File: src/rtl/pipe_ctrl_regs.sv
// ============================================================================
//  Module   : pipe_ctrl_regs
//  Purpose  : Front-end pipeline register bank for a 5-stage RV32I core.
//             Holds the PC register, the IF/ID register and the ID/EX
//             register, obeys the hazard unit's stall/flush controls, and
//             exposes the decode/execute register fields the hazard unit
//             compares. Also keeps saturating stall and redirect-flush
//             event counters for performance debug.
//  Ports    :
//    i_clk, i_rst            clock, asynchronous active-high reset
//    i_pcr_StallF/StallD     hold PC / hold IF/ID
//    i_pcr_FlashD/FlashE     clear IF/ID / ID/EX to a bubble
//    i_pcr_PCSrcE            redirect from execute, target i_pcr_PCTargetE
//    i_pcr_InstrF            instruction word fetched at o_pcr_PCF
//    i_pcr_RegWriteD         decode control: register write
//    i_pcr_ResultSrcD0       decode control: load result select
//    i_pcr_CntClr            synchronous clear of both event counters
//    o_pcr_PCF               fetch PC
//    o_pcr_InstrD/PCD/...    IF/ID contents and decoded register fields
//    o_pcr_Rs1E/.../ValidE   ID/EX contents
//    o_pcr_StallCnt/FlushCnt saturating event counters
//  Revision : 1.0 - initial release
// ============================================================================
`default_nettype none

module pipe_ctrl_regs #(
  parameter int unsigned     XLEN     = 32,
  parameter logic [XLEN-1:0] RESET_PC = '0,
  parameter int unsigned     CNT_W    = 16
) (
  input  logic             i_clk,
  input  logic             i_rst,
  input  logic             i_pcr_StallF,
  input  logic             i_pcr_StallD,
  input  logic             i_pcr_FlashD,
  input  logic             i_pcr_FlashE,
  input  logic             i_pcr_PCSrcE,
  input  logic [XLEN-1:0]  i_pcr_PCTargetE,
  input  logic [31:0]      i_pcr_InstrF,
  input  logic             i_pcr_RegWriteD,
  input  logic             i_pcr_ResultSrcD0,
  input  logic             i_pcr_CntClr,
  output logic [XLEN-1:0]  o_pcr_PCF,
  output logic [31:0]      o_pcr_InstrD,
  output logic [XLEN-1:0]  o_pcr_PCD,
  output logic [XLEN-1:0]  o_pcr_PCPlus4D,
  output logic             o_pcr_ValidD,
  output logic [4:0]       o_pcr_Rs1D,
  output logic [4:0]       o_pcr_Rs2D,
  output logic [4:0]       o_pcr_RdD,
  output logic [4:0]       o_pcr_Rs1E,
  output logic [4:0]       o_pcr_Rs2E,
  output logic [4:0]       o_pcr_RdE,
  output logic [XLEN-1:0]  o_pcr_PCE,
  output logic             o_pcr_ValidE,
  output logic             o_pcr_RegWriteE,
  output logic             o_pcr_ResultSrcE0,
  output logic [CNT_W-1:0] o_pcr_StallCnt,
  output logic [CNT_W-1:0] o_pcr_FlushCnt
);

  // addi x0,x0,0 : its rs1/rs2/rd fields are all zero, so a decode bubble
  // never matches a real register in the hazard comparisons.
  localparam logic [31:0]      c_NOP     = 32'h0000_0013;
  localparam logic [XLEN-1:0]  c_PC_STEP = XLEN'(4);
  localparam logic [CNT_W-1:0] c_CNT_MAX = '1;
  localparam logic [CNT_W-1:0] c_CNT_ONE = CNT_W'(1);

  logic [XLEN-1:0]  r_pcf;
  logic [31:0]      r_instr_d;
  logic [XLEN-1:0]  r_pc_d;
  logic             r_valid_d;
  logic [4:0]       r_rs1_e;
  logic [4:0]       r_rs2_e;
  logic [4:0]       r_rd_e;
  logic [XLEN-1:0]  r_pc_e;
  logic             r_valid_e;
  logic             r_regwrite_e;
  logic             r_resultsrc_e0;
  logic [CNT_W-1:0] r_stall_cnt;
  logic [CNT_W-1:0] r_flush_cnt;

  logic [4:0]       w_rs1_d;
  logic [4:0]       w_rs2_d;
  logic [4:0]       w_rd_d;

  // Decode fields are taken straight from the IF/ID contents.
  assign w_rs1_d = r_instr_d[19:15];
  assign w_rs2_d = r_instr_d[24:20];
  assign w_rd_d  = r_instr_d[11:7];

  // --------------------------------------------------------------------------
  // PC register: a redirect from execute overrides a fetch stall, since the
  // stalled instruction is on the wrong path anyway.
  // --------------------------------------------------------------------------
  always_ff @(posedge i_clk or posedge i_rst) begin
    if (i_rst) begin
      r_pcf <= RESET_PC;
    end else if (i_pcr_PCSrcE) begin
      r_pcf <= i_pcr_PCTargetE;
    end else if (!i_pcr_StallF) begin
      r_pcf <= r_pcf + c_PC_STEP;
    end
  end

  // --------------------------------------------------------------------------
  // IF/ID register: flush beats stall.
  // --------------------------------------------------------------------------
  always_ff @(posedge i_clk or posedge i_rst) begin
    if (i_rst) begin
      r_instr_d <= c_NOP;
      r_pc_d    <= '0;
      r_valid_d <= 1'b0;
    end else if (i_pcr_FlashD) begin
      r_instr_d <= c_NOP;
      r_pc_d    <= '0;
      r_valid_d <= 1'b0;
    end else if (!i_pcr_StallD) begin
      r_instr_d <= i_pcr_InstrF;
      r_pc_d    <= r_pcf;
      r_valid_d <= 1'b1;
    end
  end

  // --------------------------------------------------------------------------
  // ID/EX register: no hold path. During a load-use stall the hazard unit
  // flushes this stage, and the instruction held in IF/ID is captured again
  // on the next unstalled cycle.
  // --------------------------------------------------------------------------
  always_ff @(posedge i_clk or posedge i_rst) begin
    if (i_rst) begin
      r_rs1_e        <= '0;
      r_rs2_e        <= '0;
      r_rd_e         <= '0;
      r_pc_e         <= '0;
      r_valid_e      <= 1'b0;
      r_regwrite_e   <= 1'b0;
      r_resultsrc_e0 <= 1'b0;
    end else if (i_pcr_FlashE) begin
      r_rs1_e        <= '0;
      r_rs2_e        <= '0;
      r_rd_e         <= '0;
      r_pc_e         <= '0;
      r_valid_e      <= 1'b0;
      r_regwrite_e   <= 1'b0;
      r_resultsrc_e0 <= 1'b0;
    end else begin
      r_rs1_e        <= w_rs1_d;
      r_rs2_e        <= w_rs2_d;
      r_rd_e         <= w_rd_d;
      r_pc_e         <= r_pc_d;
      r_valid_e      <= r_valid_d;
      r_regwrite_e   <= i_pcr_RegWriteD;
      r_resultsrc_e0 <= i_pcr_ResultSrcD0;
    end
  end

  // --------------------------------------------------------------------------
  // Event counters. A stall cycle that coincides with a redirect is counted
  // as a flush only, because the redirect is what actually moves the PC.
  // --------------------------------------------------------------------------
  always_ff @(posedge i_clk or posedge i_rst) begin
    if (i_rst) begin
      r_stall_cnt <= '0;
      r_flush_cnt <= '0;
    end else if (i_pcr_CntClr) begin
      r_stall_cnt <= '0;
      r_flush_cnt <= '0;
    end else begin
      if (i_pcr_StallF && !i_pcr_PCSrcE && (r_stall_cnt != c_CNT_MAX)) begin
        r_stall_cnt <= r_stall_cnt + c_CNT_ONE;
      end
      if (i_pcr_PCSrcE && (r_flush_cnt != c_CNT_MAX)) begin
        r_flush_cnt <= r_flush_cnt + c_CNT_ONE;
      end
    end
  end

  assign o_pcr_PCF         = r_pcf;
  assign o_pcr_InstrD      = r_instr_d;
  assign o_pcr_PCD         = r_pc_d;
  assign o_pcr_PCPlus4D    = r_pc_d + c_PC_STEP;
  assign o_pcr_ValidD      = r_valid_d;
  assign o_pcr_Rs1D        = w_rs1_d;
  assign o_pcr_Rs2D        = w_rs2_d;
  assign o_pcr_RdD         = w_rd_d;
  assign o_pcr_Rs1E        = r_rs1_e;
  assign o_pcr_Rs2E        = r_rs2_e;
  assign o_pcr_RdE         = r_rd_e;
  assign o_pcr_PCE         = r_pc_e;
  assign o_pcr_ValidE      = r_valid_e;
  assign o_pcr_RegWriteE   = r_regwrite_e;
  assign o_pcr_ResultSrcE0 = r_resultsrc_e0;
  assign o_pcr_StallCnt    = r_stall_cnt;
  assign o_pcr_FlushCnt    = r_flush_cnt;

endmodule

`default_nettype wire
File: config.mk
export PLATFORM = sky130hd
export DESIGN_NAME = pipe_ctrl_regs
export DESIGN_NICKNAME = d
export VERILOG_FILES = /design/src/rtl/pipe_ctrl_regs.sv
export SDC_FILE = /design/constraint.sdc
export NUM_CORES = 1
export LEC_CHECK = 0
export BUFFER_PORTS_ARGS = -buffer_cell sky130_fd_sc_hd__clkbuf_2
export CORE_AREA = 4 4 136 138
export CTS_CLUSTER_DIAMETER = 40
export DETAILED_ROUTE_END_ITERATION = 6
export DIE_AREA = 0 0 140 142
export GPL_ROUTABILITY_DRIVEN = 1
export PLACE_DENSITY = 0.79
export SYNTH_ARGS = -nofsm -noshare
export SYNTH_HDL_FRONTEND = slang
export SYNTH_SLANG_ARGS = --single-unit
File: constraint.sdc
create_clock -name i_clk -period 6.28 [get_ports i_clk]
set_clock_uncertainty 0.05 [all_clocks]
set_input_delay 0.942 -clock i_clk [delete_from_list [all_inputs] [get_ports i_clk]]
set_output_delay 0.942 -clock i_clk [all_outputs]
set_load 0.005 [all_outputs]
Word level (Yosys, flattened, before mapping)
Cells that the tools add are included.

cells by class
  $add $sub $neg = 4
  multipliers = 0
  div/mod/pow operators = 0
  order comparisons = 0
  equality and inequality tests = 4
  shift operators = 0
  muxes and demuxes = 19
  bitwise operators = 0
  reduce and logical (&&, ||, !) cells = 6

operators with widths
  cell                     count
  $mux W32                 7
  $add A32 B3 Y32 const B  2
  $mux W16                 4
  $add A16 B1 Y16 const B  2
  $ne A16 B16 Y1 const B   2
  $mux W5                  3
  $mux W1                  5
  $ne A2 B1 Y1 const B     2
  $reduce_bool A2 Y1       2
  $logic_and A1 B1 Y1      3
  $logic_not A1 Y1         1

storage, ports and cells
  flip-flop bits (word level) = 179
  bits in latches = 0
  memory bits (writable) = 0
  ROM bits = 0
  output and inout bits = 226
  word-level logic and storage cells = 46
  memories = 0

Longest topological paths before layout
  depth in word-level cells = 5
  depth in mapped cells = 6
  gate-level depth less buffers = 5

Worst setup path before layout
No wires, ideal clock.

  kind = register -> output
  start = register r_pc_d[2], in the netlist o_pcr_PCD[2]
  end = output port o_pcr_PCPlus4D[22]
  arrival = 1.739 ns
  data required time = 5.288 ns
  setup slack = 3.549 ns
  stages on the path, launching flop included = 6
  buffers on the path = 0
  path through = dfrtp_1 > ha_1 > nand4_1 > nor4_1 > nand3_1 > xnor2_1

on the way
  word-level cells in the longest chain between the ends = 1

ends and longest elaborated chain
  element                 line  RTL
  from (decl)             71    logic [XLEN-1:0] r_pc_d;
  from (signal assigned)  120   r_pc_d <= r_pcf;
  $add A32 B3 Y32         182   assign o_pcr_PCPlus4D = r_pc_d + c_PC_STEP;
  to (decl)               46    output logic [XLEN-1:0] o_pcr_PCPlus4D,

No other way between the ends.

Worst setup path after layout
  start = register r_pc_d[8], in the netlist o_pcr_PCD[8]
  end = output port o_pcr_PCPlus4D[31]

The elaborated chain is that of the path after synthesis.

==> metrics.cfg <==
[synth]
syn_area_mm2 = 0.008464
synth_top_area_frac = 0.5203
ys_seq_area_frac = 0.5296
syn_nets = 897
ys_ff_latch = 179
syn_inst = 819
synth_cell_types = 51
ys_top_cells_by_area = dfrtp_1, mux2i_1, nor2_1
synth.avg_cell_area_um2 = 10.34
ys_warn_count = 0
synth_top_area_cell = dfrtp_1

[floorplanning]
core.rowCount = 48
dieArea_mm2 = 0.01988
die_w_um = 140
core_area_mm2 = 0.01718
die_y_um = 142
ioPinCount = 300
start_util = 0.4928

[timing]
slew_violations = 0
worst_slew_pin_slew_ps = 1208
fin_crit_sh = 0.5905
setup_viol = 0
relSlewSlack = 0.1881
rsz0062_at_grt = false
fin_setup_tns_ps = 0
period_minus_slack_ps = 3708
max_freq_mhz = 269.7
hold_viol = 0
fin_ws_ps = 2572

[finish]
final_cell_mix = clkbuf_2, dfrtp_1, nor2_1
drive_above_1_share = 0.3212
num_antenna_cells = 0
utilization = 0.6141
layout_commonest_cell = clkbuf_2
fillers = 1438
fin_nets = 1161
synthToLayoutAreaGrowth_pct = 24.61

[power]
p_per_area_mw_per_mm2 = 249.9
leakage_nw = 5.206
peakVddDrop_mv = 0.1916

[routing]
wl_per_cell_um = 19.25
firstDrtPassIters = 5
drc = 0
viasPerCell = 5.628
drt.antenna.violating_nets = 0
num_vias = 7435
drt_iter0_drc = 528
routed_wl_um = 25430

[worst_hold_path]
worstHoldPathType = input port to asynchronous set/reset pin

[clocking]
ctsRootBufferMaster = clkbuf_16
path_clk_slew_ps = 70
h-tree-depth = 4
postCtsSetupRepairBufs = 0
clockBufferDepth = 2
cts_tree = yes
clk_latency_ps = 430
numCtsBuffers = 17
clock-sinks = 179
post_cts_resized = 0
hold_buffers = 0

[setup_path]
crit_type = flop to output port
critPathMaxFanout = 7
crit_arrival_ps = 2720
startpoint_type = flop
worstSetupEndpointType = output port
crit_required_ps = 5290

[placed_design]
place.gp.congestion = 0.9171
place_worst_setup_slack_ps = 3015
io_buffers = 299
hpwl_um = 18730

[grt]
grt_use_total = 0.2522
antenna_found_initial = 0
grt_max_degree = 75
grt_pass1_vias = 7037
grt_pass1_wl_um = 39820
grt.overflow.total = 0

[status]
outcome = finished, final reports clean

[flow_run]
maxCapViolations = 0

==> worst max-delay path, stage by stage (launching register included) <==
cell and delay, ps:
dfrtp_1 470, nand4_1 220, nor3_1 960, nand4_1 240, xnor2_1 250, clkbuf_2 150
==> kinds of logic (layout without fill, tap and decap cells) <==
logic type,count (synthesis),in the layout,share of synthesized area
xor+xnor,44,44,0.04553
fa+ha+maj,4,4,0.005913
simple gates,349,349,0.2198
flops,179,179,0.5296
compound gates,106,106,0.07983
mux,66,66,0.07834
buf+inv,71,348,0.04094
==> synthesized netlist by cell type, drive strengths merged <==
master / n
a211o: 3
a21oi: 24
a311oi: 1
a31oi: 15
and2: 1
and3: 12
and3b: 1
and4: 7
and4b: 2
buf: 23
clkbuf: 36
dfrtp: 176
dfstp: 3
dlygate4sd1: 1
ha: 4
inv: 11
mux2: 2
mux2i: 64
nand2: 46
nand2b: 3
nand3: 33
nand4: 31
nand4b: 5
nor2: 98
nor2b: 50
nor3: 9
nor4: 6
o2111ai: 2
o211a: 1
o211ai: 3
o21a: 2
o21ai: 24
o311ai: 2
o31a: 2
o31ai: 24
o41ai: 3
or2: 3
or3: 15
or4: 26
or4b: 1
xnor2: 26
xor2: 18
==> area by class of cell <==
| cell class | count | area, um^2 | share of cell area |
|---|---|---|---|
| well taps | 225 | 281.5 | 0.02669 |
| multi-input cells | 569 | 3635 | 0.3446 |
| inverters | 11 | 46.29 | 0.004389 |
| clock inverters | 15 | 132.6 | 0.01257 |
| clock buffers | 17 | 425.4 | 0.04033 |
| repair buffers | 305 | 1544 | 0.1464 |
| flip-flops and latches | 179 | 4483 | 0.4250 |
==> sequential cells by signal, summed over array words and instances (netlist names), 5 cells and up <==
register	count
o_pcr_FlushCnt	16
o_pcr_InstrD	32
o_pcr_PCD	32
o_pcr_PCE	32
o_pcr_PCF	32
o_pcr_RdE	5
o_pcr_Rs1E	5
o_pcr_Rs2E	5
o_pcr_StallCnt	16
==> metrics by stage <==
stage          hold WS (ps)  cell area (um^2)  instances  power, W
4_1_cts               432.9             10550       1321  0.002651
3_3_place_gp          431.6              9990       1289  0.001631
3_5_place_dp          456.4              9990       1289  0.001640
6_report              417.7             10550       1321  0.002635
2_1_floorplan         444.8              8464        819  0.001470
5_1_grt               449.9             10550       1321  0.002747
==> layer usage <==
metal	up-vias	GRT usage	share of wire
li1	3434	-	-
met1	3662	0.3303	0.42
met2	295	0.4277	0.50
met3	44	0.05376	0.064
met4	0	0.07292	0.022
met5	-	0	0
==> where the power goes <==
| part | switching, W | leakage [nW] | internal (W) |
|---|---|---|---|
| sequential | 0.0000950 | 2.35 | 0.00121 |
| clock | 0.000495 | 0.272 | 0.000525 |
| combinational | 0.000166 | 2.58 | 0.000141 |
| total | 0.000756 | 5.21 | 0.00188 |
==> final timing paths <==
path                            depth (start not counted)  slack [ps]            endpoint         start
worst max-delay path                                    5        2570  o_pcr_PCPlus4D[31]  o_pcr_PCD[8]
worst min-delay path                                    2         420     o_pcr_InstrD[7]         i_rst
worst max register to register                          5        3750       o_pcr_PCF[22]  o_pcr_PCF[3]
worst min register to register                          2         470        o_pcr_ValidE  o_pcr_ValidD
max in group asynchronous                               3        4500  o_pcr_StallCnt[14]         i_rst
min in group i_clk                                      2         470        o_pcr_ValidE  o_pcr_ValidD
No activity file was read; power rests on OpenSTA's default activity.
